===== src/rtl/gbcart_bank_mapper.sv =====
// Game Boy cartridge bank mapper: decodes MBC-style writes, holds ROM/RAM bank
// and RAM-enable state, and opens a register window with one-cycle write strobes.
module gbcart_bank_mapper #(
  parameter int ROM_BANK_BITS  = 7,
  parameter int RAM_BANK_BITS  = 4,
  parameter int REG_WINDOW_EN  = 1,
  parameter int REG_ADDR_BITS  = 7,
  parameter int SYNC_STAGES    = 2,
  parameter int ROM_ZERO_REMAP = 1
) (
  input  logic                     sys_clock,
  input  logic                     sys_resetn,
  input  logic [15:0]              Cart_a,
  input  logic [7:0]               Cart_d,
  input  logic                     Cart_nWR,
  input  logic                     Cart_nCS,
  output logic [ROM_BANK_BITS-1:0] Rom_a,
  output logic                     Rom_nCS,
  output logic [RAM_BANK_BITS-1:0] Ram_a,
  output logic                     Ram_nCS,
  output logic                     Ram_nWE,
  output logic [RAM_BANK_BITS:0]   Ram_Bank_Id,
  output logic                     Reg_sel,
  output logic                     Reg_wr_stb,
  output logic [REG_ADDR_BITS-1:0] Reg_addr,
  output logic [7:0]               Reg_wdata
);

  localparam logic [ROM_BANK_BITS-1:0] ROM_RESET =
    (ROM_ZERO_REMAP != 0) ? ROM_BANK_BITS'(1) : '0;

  logic [SYNC_STAGES-1:0]   sync_q;
  logic [SYNC_STAGES-1:0]   vld_q;
  logic                     hist_q;
  logic                     armed_q;
  logic                     sync_last;
  logic                     wr_evt;
  logic                     ram_wren_q;
  logic [ROM_BANK_BITS-1:0] rom_bank_q;
  logic [RAM_BANK_BITS:0]   ram_bank_q;
  logic [ROM_BANK_BITS-1:0] rom_wval;
  logic [RAM_BANK_BITS:0]   ram_wval;
  logic                     reg_flag;
  logic [2:0]               region;
  logic                     win_region;
  logic                     unused_bits;

  assign sync_last  = sync_q[SYNC_STAGES-1];
  // armed_q only rises once a genuine post-reset high has reached the end of the
  // chain, so a strobe held low across reset release never looks like a fall.
  assign wr_evt     = armed_q & hist_q & ~sync_last;
  assign region     = Cart_a[15:13];
  assign win_region = (region == 3'b101);
  assign reg_flag   = ram_bank_q[RAM_BANK_BITS];
  assign unused_bits = ^Cart_a[12:0];

  always_ff @(posedge sys_clock or negedge sys_resetn) begin
    if (!sys_resetn) begin
      sync_q  <= '1;
      vld_q   <= '0;
      hist_q  <= 1'b1;
      armed_q <= 1'b0;
    end else begin
      sync_q  <= {sync_q[SYNC_STAGES-2:0], Cart_nWR};
      vld_q   <= {vld_q[SYNC_STAGES-2:0], 1'b1};
      hist_q  <= sync_last;
      armed_q <= armed_q | (vld_q[SYNC_STAGES-1] & sync_last);
    end
  end

  always_comb begin
    rom_wval = Cart_d[ROM_BANK_BITS-1:0];
    if ((ROM_ZERO_REMAP != 0) && (rom_wval == '0)) rom_wval = ROM_BANK_BITS'(1);
    ram_wval = Cart_d[RAM_BANK_BITS:0];
    if (REG_WINDOW_EN == 0) ram_wval[RAM_BANK_BITS] = 1'b0;
  end

  always_ff @(posedge sys_clock or negedge sys_resetn) begin
    if (!sys_resetn) begin
      ram_wren_q <= 1'b0;
      rom_bank_q <= ROM_RESET;
      ram_bank_q <= '0;
      Reg_wr_stb <= 1'b0;
      Reg_addr   <= '0;
      Reg_wdata  <= '0;
    end else begin
      Reg_wr_stb <= 1'b0;
      if (wr_evt) begin
        case (region)
          3'b000: ram_wren_q <= (Cart_d[3:0] == 4'hA);
          3'b001: rom_bank_q <= rom_wval;
          3'b010: ram_bank_q <= ram_wval;
          3'b101: begin
            if (reg_flag && ram_wren_q) begin
              Reg_addr   <= Cart_a[REG_ADDR_BITS-1:0];
              Reg_wdata  <= Cart_d;
              Reg_wr_stb <= 1'b1;
            end
          end
          default: ;
        endcase
      end
    end
  end

  assign Rom_nCS     = Cart_a[15];
  assign Rom_a       = Cart_a[14] ? rom_bank_q : '0;
  assign Ram_a       = ram_bank_q[RAM_BANK_BITS-1:0];
  assign Ram_Bank_Id = ram_bank_q;
  assign Ram_nCS     = (win_region && !reg_flag) ? Cart_nCS : 1'b1;
  // Raw nWR so the SRAM write pulse tracks the bus rather than the synchroniser.
  assign Ram_nWE     = (ram_wren_q && !reg_flag) ? Cart_nWR : 1'b1;
  assign Reg_sel     = reg_flag & win_region & ~Cart_nCS;

endmodule


===== config.mk =====
export PLATFORM = sky130hd
export DESIGN_NAME = gbcart_bank_mapper
export DESIGN_NICKNAME = d
export VERILOG_FILES = /design/src/rtl/gbcart_bank_mapper.sv
export SDC_FILE = /design/constraint.sdc
export NUM_CORES = 1
export LEC_CHECK = 0
export BUFFER_PORTS_ARGS = -buffer_cell sky130_fd_sc_hd__buf_2
export CORE_MARGIN = 5
export CORE_UTILIZATION = 32
export DETAILED_ROUTE_END_ITERATION = 10
export PLACE_DENSITY = 0.55
export SYNTH_ARGS = -nofsm -noshare
export SYNTH_HDL_FRONTEND = slang
export SYNTH_SLANG_ARGS = --single-unit

===== constraint.sdc =====
create_clock -name sys_clock -period 1.8 [get_ports sys_clock]
set_input_delay 0.27 -clock sys_clock [delete_from_list [all_inputs] [get_ports sys_clock]]
set_output_delay 0.27 -clock sys_clock [all_outputs]
set_load 0.01 [all_outputs]

== Word level (Yosys, flattened, before mapping) ==
Cells that the tools add are included.
Cells by class
  eq/ne operators: 4
  mux-type cells: 7
  bitwise gates (word level): 8
  reduce and logical (&&, ||, !) cells: 10
Operator list (count)
  $mux 7: 2
  $logic_not 7->1: 1
  $reduce_and 2->1: 3
  $and 1x1->1: 5
  $mux 1: 5
  $eq 4x4->1 const B: 1
  $eq 3x1->1 const B: 1
  $eq 3x2->1 const B: 1
  $eq 3x3->1 const B: 1
  $logic_and 1x1->1: 3
  $logic_not 3->1: 1
  $reduce_and 3->1: 1
  $not 1->1: 2
  $logic_not 1->1: 1
  $or 1x1->1: 1
Word-level totals
  register bits after elaboration: 35
  output and inout port bits: 36

== Logic depth before layout (Yosys ltp) ==
Gate-level depths: netlist of the first run.
  depth in word-level cells: 4
  depth in mapped cells: 4
  depth with buffers taken out: 3

== Worst setup path before layout of the first run ==
Ideal clock, no wire load.
  path kind: register -> register
  start: reg hist_q
  end: reg Reg_addr[0]
  library setup time: 0.125 ns
  arrival time: 1.374 ns
  data required time: 1.675 ns
  path slack: 0.301 ns
  cell stages (with the launch flop): 5
  period minus slack after synthesis: 1.499 ns
  cells stage by stage: dfstp_2 -> nand3b_1 -> nor3_4 -> buf_8 -> mux2_4
On the way
  word-level cells in the longest chain between the ends: 3
RTL lines
  start, declared: line 34  | logic hist_q;
  start signal, assigned: line 66  | hist_q <= sync_last;
  $and 1x1->1 (2 in a row): line 51  | assign wr_evt = armed_q & hist_q & ~sync_last;
  $reduce_and 3->1 (no line)
  end signal, assigned: line 95  | Reg_addr <= Cart_a[REG_ADDR_BITS-1:0];
  end, declared: line 25  | output logic [REG_ADDR_BITS-1:0] Reg_addr,
No other way between the ends.
A chain may end at the register's enable or synchronous reset.

== Worst setup path after layout of the first run ==
  start: reg sync_q[1]
  end: reg rom_bank_q[5]
On the way
  word-level cells in the longest chain between the ends: 3
RTL lines
  start, declared: line 32  | logic [SYNC_STAGES-1:0] sync_q;
  start signal, assigned: line 64  | sync_q <= {sync_q[SYNC_STAGES-2:0], Cart_nWR};
  $not 1->1: line 51
  $and 1x1->1: line 51
  $reduce_and 2->1 (no line)
  end signal, assigned: line 91  | 3'b001: rom_bank_q <= rom_wval;
  end, declared: line 39  | logic [ROM_BANK_BITS-1:0] rom_bank_q;
No other way between the ends.

==> results.yml, run 1 <==
place:
  pre_cts_slack_ns: 0.194
  dpl.cell_count: 199
  gp_congestion: 0.701
  hpwlAfterDp_um: 2310
  port_buffers: 57
synthesis:
  synth_edf_count: 0
  postSynthCellCount: 96
  async_reset_ff_frac: 1.00
  synth_nets: 124
  post_synth_num_cell_types: 23
  ys.flop_type: "dfrtp_1"
  post-synth-top-area-fraction: 0.531
  avgSynthCellArea_um2: 15.2
  ys_seq_elements: 35
  synth_area_leaders: "dfrtp_1, mux2_2, mux2_4"
  synth_area_mm2: 0.00146
  synth_top_area_cell: "dfrtp_1"
  yosys_warnings: 0
  ys_seq_area_frac: 0.603
timing:
  finalSetupTns_ns: 0
  timing_worst_slew_pin_value_ns: 0.756
  fin_ws_ns: 0.197
  fin_crit_sh: 0.891
  max_freq_ghz: 0.624
  finalCriticalPeriod_ns: 1.60
  finalSetupViolations: 0
  hold_viol: 0
  finalClockSkew_ns: 0.00661
  rsz0062_at_grt: "no"
  slew_viol_final: 0
  slew_headroom: 0.496
finish:
  final_cell_count_no_fill: 207
  layout-drive-gt1-share: 0.639
  nets: 182
  areaGrowthSynthToFinish_pct: 28.3
  mostFrequentLayoutCells: "buf_2, dfrtp_1, mux2_2"
  final_common_cell: "buf_2"
  num_antenna_cells: 0
  fillers: 430
clocking:
  cts_tree: "done"
  clk_pin_slew_ns: 0.07
  clk_latency_ns: 0.28
  htreeDepth: 2
  cts_post_setup_buffers_inserted: 0
  cts_max_path_buffers: 2
  cts_buffers: 5
  cts_resized: 0
  root_buffer: "clkbuf_8"
  holdBufCountCts: 0
  cts.sinks: 35
worst_hold_path:
  hp-class: "in2async"
worst_setup_path:
  reg2reg_setup_slack_ns: 0.20
  endpoint: "rom_bank_q[5]"
  critPathArrivalTime_ns: 1.77
  end_kind: "flip-flop"
  r2r_cells: 3
  slowest_stage: "dfstp_2"
  r2r_end: "rom_bank_q[5]"
  worstSetupStartpoint: "sync_q[1]"
  cp.required_ns: 1.97
  criticalPathCategory: "reg2reg"
  path_cells: "and4bb_2, nand3b_1, mux2_2"
  worstPathMaxFanout: 7
  rr_startpoint: "sync_q[1]"
  cp_slowest_stage_delay_ns: 0.55
  crit_path_start_kind: "flip-flop"
floorplan:
  fp.dieArea_mm2: 0.00602
  die_h_um: 77.6
  core_area_mm2: 0.00438
  start_util: 0.333
  fp.dieW_um: 77.6
  pin_count: 64
  rows: 24
power:
  vdd_drop_max_v: 0.000463
  powerDensity_mw_per_mm2: 969
  power_uw: 1820
  leakage_uw: 0.000983
routing:
  drc: 0
  via_per_inst: 4.48
  drt_iter0_drc: 31
  postRouteAntennaNets: 0
  vias: 928
  firstDrtPassIters: 3
  wirelength_um: 3070
  wl_per_cell_um: 14.9
global_routing:
  grt_overflow: 0
  grt_pass1_vias: 1034
  grt_pass1_wl_um: 5150
  grt_max_degree: 36
  track_usage: 0.110
  antenna_found_initial: 0
run_status:
  status: "finished, final reports clean"
flow_run:
  drv_cap: 0
-- cell usage after synthesis (all sizes together) (2+ instances only) --
master	instances
buf	6
nand3b	4
dfrtp	31
nand2	2
mux2	27
dfstp	4
nor2	2
and2	7
-- worst min path at each step --
stage / start / end / slack, ns
floorplan: sys_resetn / Ram_Bank_Id[0] / -0.03
global placement: vld_q[0] / vld_q[1] / 0.33
detailed placement: vld_q[0] / vld_q[1] / 0.34
CTS: sys_resetn / rom_bank_q[2] / 0.08
global route: Cart_nWR / sync_q[0] / 0.09
finish: sys_resetn / rom_bank_q[2] / 0.06
-- sequential cells by signal, indices dropped and copies added (netlist names) --
name	flops
Reg_wr_stb	1
ram_wren_q	1
Reg_wdata	8
Ram_Bank_Id	5
vld_q	2
hist_q	1
sync_q	2
Reg_addr	7
rom_bank_q	7
armed_q	1
-- cells by family (layout without fill, tap and decap cells) --
group / after synthesis / count (layout) / share of synthesized area
flip-flops: 35 / 35 / 0.603
multiplexers: 28 / 28 / 0.238
AND/OR/NAND/NOR: 22 / 22 / 0.107
buffers and inverters: 8 / 67 / 0.0411
AO/OA/AOI/OAI: 2 / 2 / 0.00856
other: 1 / 1 / 0.00257
-- per-layer routing --
| metal | up-vias | wire length (um) | global-route usage | part of all wire |
|---|---|---|---|---|
| met5 | - | 0 | 0 | 0 |
| met4 | 0 | 36 | 0.0361 | 0.012 |
| met3 | 5 | 307 | 0.0544 | 0.10 |
| met2 | 43 | 1400 | 0.165 | 0.46 |
| met1 | 442 | 1330 | 0.137 | 0.43 |
| li1 | 438 | - | - | - |
-- critical path: cells and delay by family, from the launching register on --
kind | cells | cell delay [ns]
AND/OR/NAND/NOR | 2 | 0.56
multiplexers | 1 | 0.38
flip-flops | 1 | 0.55
-- power breakdown --
part           total (uW)  internal, uW  switching, uW
logic                 285           147            138
clock network         610           349            261
registers             923           875           47.6
-- metrics by stage --
step           instance area (um^2)   util  hold WS [ns]
2_1_floorplan                  1460      -       -0.0256
6_report                       1880  0.428        0.0591
4_1_cts                        1880  0.428        0.0784
3_5_place_dp                   1780  0.405         0.340
5_1_grt                        1880  0.428        0.0931
3_3_place_gp                   1780  0.405         0.334
-- cell type report --
cell class	count	area, um^2	share of cell area
Multi-Input combinational cell	53	520	0.278
Sequential cell	35	881	0.470
Inverter	1	3.75	0.00200
Clock buffer	8	100	0.0534
Tap cell	52	65.1	0.0347
Timing Repair Buffer	58	305	0.163
Note: power is estimated with default switching activity, not from simulation.
==> run 2, diff against run 1 <==
- CORE_MARGIN: 5 -> 2
- HOLD_SLACK_MARGIN: not set -> 0.02
- clock period: 1.8 -> 1.85 ns (I/O delays scaled with it)
==> run 2 against run 1 <==
  * Cell count stayed put
  * Design area is 1.1% lower
  * Register-to-register slack gained 0.07 ns
  * Flip-flop and latch count stayed put
  * Global-route usage increased by 1.6 points
  * Combinational power is 5% lower
  * Die area is 15% lower
==> results.yml, run 2 (synthesis results as in run 1) <==
place:
  gp_congestion: 0.684
  port_buffers: 57
  pre_cts_slack_ns: 0.235
  hpwlAfterDp_um: 2090
timing:
  finalSetupTns_ns: 0
  max_freq_ghz: 0.627
  fin_ws_ns: 0.255
  slew_viol_final: 0
  hold_ws_ns: 0.0622
  slew_headroom: 0.498
  finalSetupViolations: 0
  rsz0062_at_grt: "no"
  fin_crit_sh: 0.862
  timing_worst_slew_pin_value_ns: 0.754
  finalCriticalPeriod_ns: 1.59
  finalClockSkew_ns: 0.0107
  hold_viol: 0
worst_setup_path:
  worstPathMaxFanout: 6
  criticalPathCategory: "reg2out"
  crit_path_start_kind: "flip-flop"
  cp.required_ns: 1.57
  reg2reg_setup_slack_ns: 0.27
  rr_startpoint: "sync_q[1]"
  end_kind: "output port"
  r2r_end: "rom_bank_q[4]"
  critPathArrivalTime_ns: 1.32
  r2r_cells: 3
clocking:
  clk_pin_slew_ns: 0.07
  htreeDepth: 2
  cts_tree: "done"
  holdBufCountCts: 0
  root_buffer: "clkbuf_8"
  cts_max_path_buffers: 2
  cts_resized: 0
  cts.sinks: 35
  cts_post_setup_buffers_inserted: 0
  clk_latency_ns: 0.28
  cts_buffers: 5
finish:
  largest_reg_flops: 8
  reg_top3: "Reg_wdata: 8 flops, Reg_addr: 7 flops, rom_bank_q: 7 flops"
  areaGrowthSynthToFinish_pct: 27.0
  num_antenna_cells: 0
  multi_input_area_um2: 520
  mostFrequentLayoutCells: "buf_2, dfrtp_1, mux2_2"
  top_register: "Reg_wdata"
  fillers: 426
  final_common_cell: "buf_2"
  layout-drive-gt1-share: 0.626
  nets: 182
  seqCellArea_um2: 881
routing:
  wirelength_um: 2850
  via_per_inst: 4.60
  vias: 952
  firstDrtPassIters: 4
  wl_per_cell_um: 13.8
  postRouteAntennaNets: 0
  drt_iter0_drc: 7
  drc: 0
global_routing:
  grt_pass1_wl_um: 4880
  grt_overflow: 0
  met3_usage: 0.0591
  grt_max_degree: 36
  track_usage: 0.125
  met1_usage: 0.159
  met2_usage: 0.188
  antenna_found_initial: 0
  grt_pass1_vias: 999
  grt.busiest_layer: "met2"
run_status:
  status: "finished, final reports clean"
floorplan:
  fp.dieW_um: 71.6
  rows: 24
  fp.dieArea_mm2: 0.00512
  core_area_mm2: 0.00438
  die_h_um: 71.6
  pin_count: 64
  start_util: 0.333
worst_hold_path:
  hp-class: "in2async"
flow_run:
  drv_cap: 0
power:
  powerDensity_mw_per_mm2: 904
  vdd_drop_max_v: 0.000502
  leakage_uw: 0.000971
-- run 2: cell count changes in the layout (fill, tap and decap cells not counted) --
cell,delta
clkbuf_1,+2
clkbuf_8,-2
-- run 2: layer usage --
metal  part of all wire  wire, um  vias to the layer above
li1                   -         -                      440
met1               0.43      1210                      465
met2               0.46      1300                       42
met3               0.10       285                        5
met4              0.017        48                        0
met5                  0         0                        -
-- run 2: how the worst max path moves through the flow --
stage                         startpoint       endpoint  slack, ns
final                     Ram_Bank_Id[4]        Ram_nWE       0.26
after global routing           sync_q[1]  rom_bank_q[4]       0.16
after CTS                 Ram_Bank_Id[4]        Ram_nWE       0.23
after detailed placement      Cart_a[14]    Reg_addr[6]       0.24
after global placement        Cart_a[14]   Reg_wdata[0]       0.25
after floorplan                   hist_q    Reg_addr[0]       0.35
-- run 2: final cells by class --
type,instances,share of cell area
Clock buffer,8,0.0432
Inverter,1,0.00202
Multi-Input combinational cell,53,0.281
Sequential cell,35,0.475
Tap cell,52,0.0351
Timing Repair Buffer,58,0.165
-- run 2: worst max-delay path: stages (launching register included) --
cell     delay, ns
dfrtp_1       0.42
or3b_2        0.47
buf_2         0.15
-- run 2: where the power goes --
group	total [uW]	leakage, uW	internal (uW)	switching, uW
registers	898	0.000444	852	46.7
clock network	507	0.0000395	267	240
logic	272	0.000488	143	129
-- run 2: through the flow --
| stage | total power [uW] | util | cell area, um^2 | cells |
|---|---|---|---|---|
| global placement | 1180 | 0.405 | 1780 | 199 |
| floorplan | 1070 | - | 1460 | 96 |
| CTS | 1710 | 0.423 | 1860 | 207 |
| detailed placement | 1190 | 0.405 | 1780 | 199 |
| global route | 1780 | 0.423 | 1860 | 207 |
| finish | 1680 | 0.423 | 1860 | 207 |
==> run 3, diff against run 2 <==
--- a/config.mk
+++ b/config.mk
@@ -7,3 +7,3 @@
 export LEC_CHECK = 0
-export BUFFER_PORTS_ARGS = -buffer_cell sky130_fd_sc_hd__buf_2
+export BUFFER_PORTS_ARGS = -buffer_cell sky130_fd_sc_hd__buf_4
 export CORE_MARGIN = 2
@@ -13,2 +13,3 @@
 export PLACE_DENSITY = 0.55
+export REMOVE_ABC_BUFFERS = 1
 export SYNTH_ARGS = -nofsm -noshare
==> constraint.sdc (replaced) <==
create_clock -name sys_clock -period 1.85 [get_ports sys_clock]
set_input_delay 0.185 -clock sys_clock [delete_from_list [all_inputs] [get_ports sys_clock]]
set_output_delay 0.185 -clock sys_clock [all_outputs]
set_load 0.01 [all_outputs]
==> run 3 against run 2 <==
  * Clock power is 18% higher
  * Register-to-register slack got worse by 0.02 ns
  * Die area stayed put
  * First-iteration DRC count grew to 7.4 times the previous value
  * Total power is 9.2% higher
  * Fmax fell by 1.7%
  * Sequential power about the same
  * Via count is the same
  * Critical path type is now in2out
  * Largest power group unchanged
==> results.yml, run 3 (synthesis results as in run 1) <==
timing:
  finalSetupViolations: 0
  fin_crit_sh: 0.877
  hold_viol: 0
  finalSetupTns_ns: 0
  rsz0062_at_grt: "no"
  max_freq_ghz: 0.617
  finalClockSkew_ns: 0.00559
  finalCriticalPeriod_ns: 1.62
  fin_ws_ns: 0.228
  slew_viol_final: 0
clocking:
  root_buffer: "clkbuf_8"
  cts_tree: "done"
  cts_post_setup_buffers_inserted: 0
  clk_pin_slew_ns: 0.07
  cts.sinks: 35
  cts_buffers: 5
  clk_latency_ns: 0.28
  htreeDepth: 2
  cts_max_path_buffers: 2
place:
  port_buffers: 57
  gp_congestion: 0.727
  pre_cts_slack_ns: 0.238
  hpwlAfterDp_um: 2270
routing:
  wl_per_cell_um: 14.5
  wirelength_um: 3040
  drc: 0
  postRouteAntennaNets: 0
  firstDrtPassIters: 4
  drt_iter0_drc: 52
  vias: 952
  via_per_inst: 4.56
flow_run:
  drv_cap: 0
finish:
  areaGrowthSynthToFinish_pct: 39.5
  reg_top3: "Reg_wdata: 8 flops, Reg_addr: 7 flops, rom_bank_q: 7 flops"
  largest_reg_flops: 8
  top_register: "Reg_wdata"
  num_antenna_cells: 0
  layout-drive-gt1-share: 0.631
  mostFrequentLayoutCells: "buf_4, dfrtp_1, mux2_2"
  nets: 184
  final_common_cell: "buf_4"
floorplan:
  fp.dieArea_mm2: 0.00512
  fp.dieW_um: 71.6
  die_h_um: 71.6
  core_area_mm2: 0.00438
  pin_count: 64
  start_util: 0.333
  rows: 24
worst_setup_path:
  r2r_end: "rom_bank_q[5]"
  crit_path_start_kind: "input pin"
  criticalPathCategory: "in2out"
  worstPathMaxFanout: 2
  end_kind: "output port"
  reg2reg_setup_slack_ns: 0.25
  critPathArrivalTime_ns: 1.44
  cp.required_ns: 1.66
  rr_startpoint: "sync_q[1]"
  r2r_cells: 3
power:
  leakage_uw: 0.00102
  powerDensity_mw_per_mm2: 899
  vdd_drop_max_v: 0.000363
  power_uw: 1830
global_routing:
  grt_pass1_vias: 1005
  grt_max_degree: 36
  track_usage: 0.129
  grt_pass1_wl_um: 4960
  grt_overflow: 0
  antenna_found_initial: 0
worst_hold_path:
  hold_end: "Reg_addr[4]"
  min-delay-start: "Cart_a[4]"
  hp-class: "in2reg"
  worst_hold_path.num_cells: 2
run_status:
  status: "finished, final reports clean"
==> run 3: cell count changes in the layout (fill, tap and decap cells not counted), sizes merged <==
cell,change
dlygate4sd3,+2
==> run 3: how the worst max path moves through the flow <==
stage | to | from | slack (ns) | cells past startpoint
4_1_cts | rom_bank_q[5] | sync_q[1] | 0.22 | 3
3_5_place_dp | rom_bank_q[5] | sync_q[1] | 0.24 | 3
3_3_place_gp | rom_bank_q[1] | sync_q[1] | 0.27 | 3
5_1_grt | rom_bank_q[5] | sync_q[1] | 0.17 | 3
6_report | Ram_nWE | Cart_nWR | 0.23 | 4
2_1_floorplan | Reg_addr[4] | hist_q | 0.15 | 3
==> run 3: what timing repair did <==
| action | 4_1_cts | 5_1_grt |
|---|---|---|
| hold buffers | 2 | 0 |
| resized for setup | 0 | 0 |
| endpoints found under the hold margin | 32 | 0 |
==> run 3: power by group <==
part / leakage, uW / switching [uW] / internal [uW]
logic: 0.000526 / 137 / 201
registers: 0.000444 / 45.8 / 851
clock network: 0.0000515 / 257 / 340
==> run 3: area by class of cell <==
cell class | count | area (um^2)
fillers | 415 | 2350
well taps | 52 | 65.1
flip-flops and latches | 35 | 881
inverters | 1 | 3.75
multi-input cells | 53 | 520
clock buffers | 8 | 100
repair buffers | 60 | 468
==> run 3: worst max-delay path: stages <==
cell	delay (ns)
dlygate4sd3_1	0.54
buf_4	0.13
or3b_2	0.43
buf_4	0.15
==> run 3: per-layer routing <==
| layer | share of wire | global-route usage |
|---|---|---|
| met2 | 0.55 | 0.217 |
| met5 | 0 | 0 |
| met4 | 0.014 | 0.0566 |
| met1 | 0.40 | 0.153 |
| met3 | 0.039 | 0.0394 |
==> run 3: through the flow <==
stage / area, um^2 / hold WS [ns] / utilization / instances
after floorplan: 1410 / -0.111 / - / 89
after global placement: 1920 / 0.161 / 0.438 / 199
after detailed placement: 1920 / 0.165 / 0.438 / 199
after CTS: 2040 / 0.119 / 0.465 / 209
after global routing: 2040 / 0.121 / 0.465 / 209
final: 2040 / 0.128 / 0.465 / 209
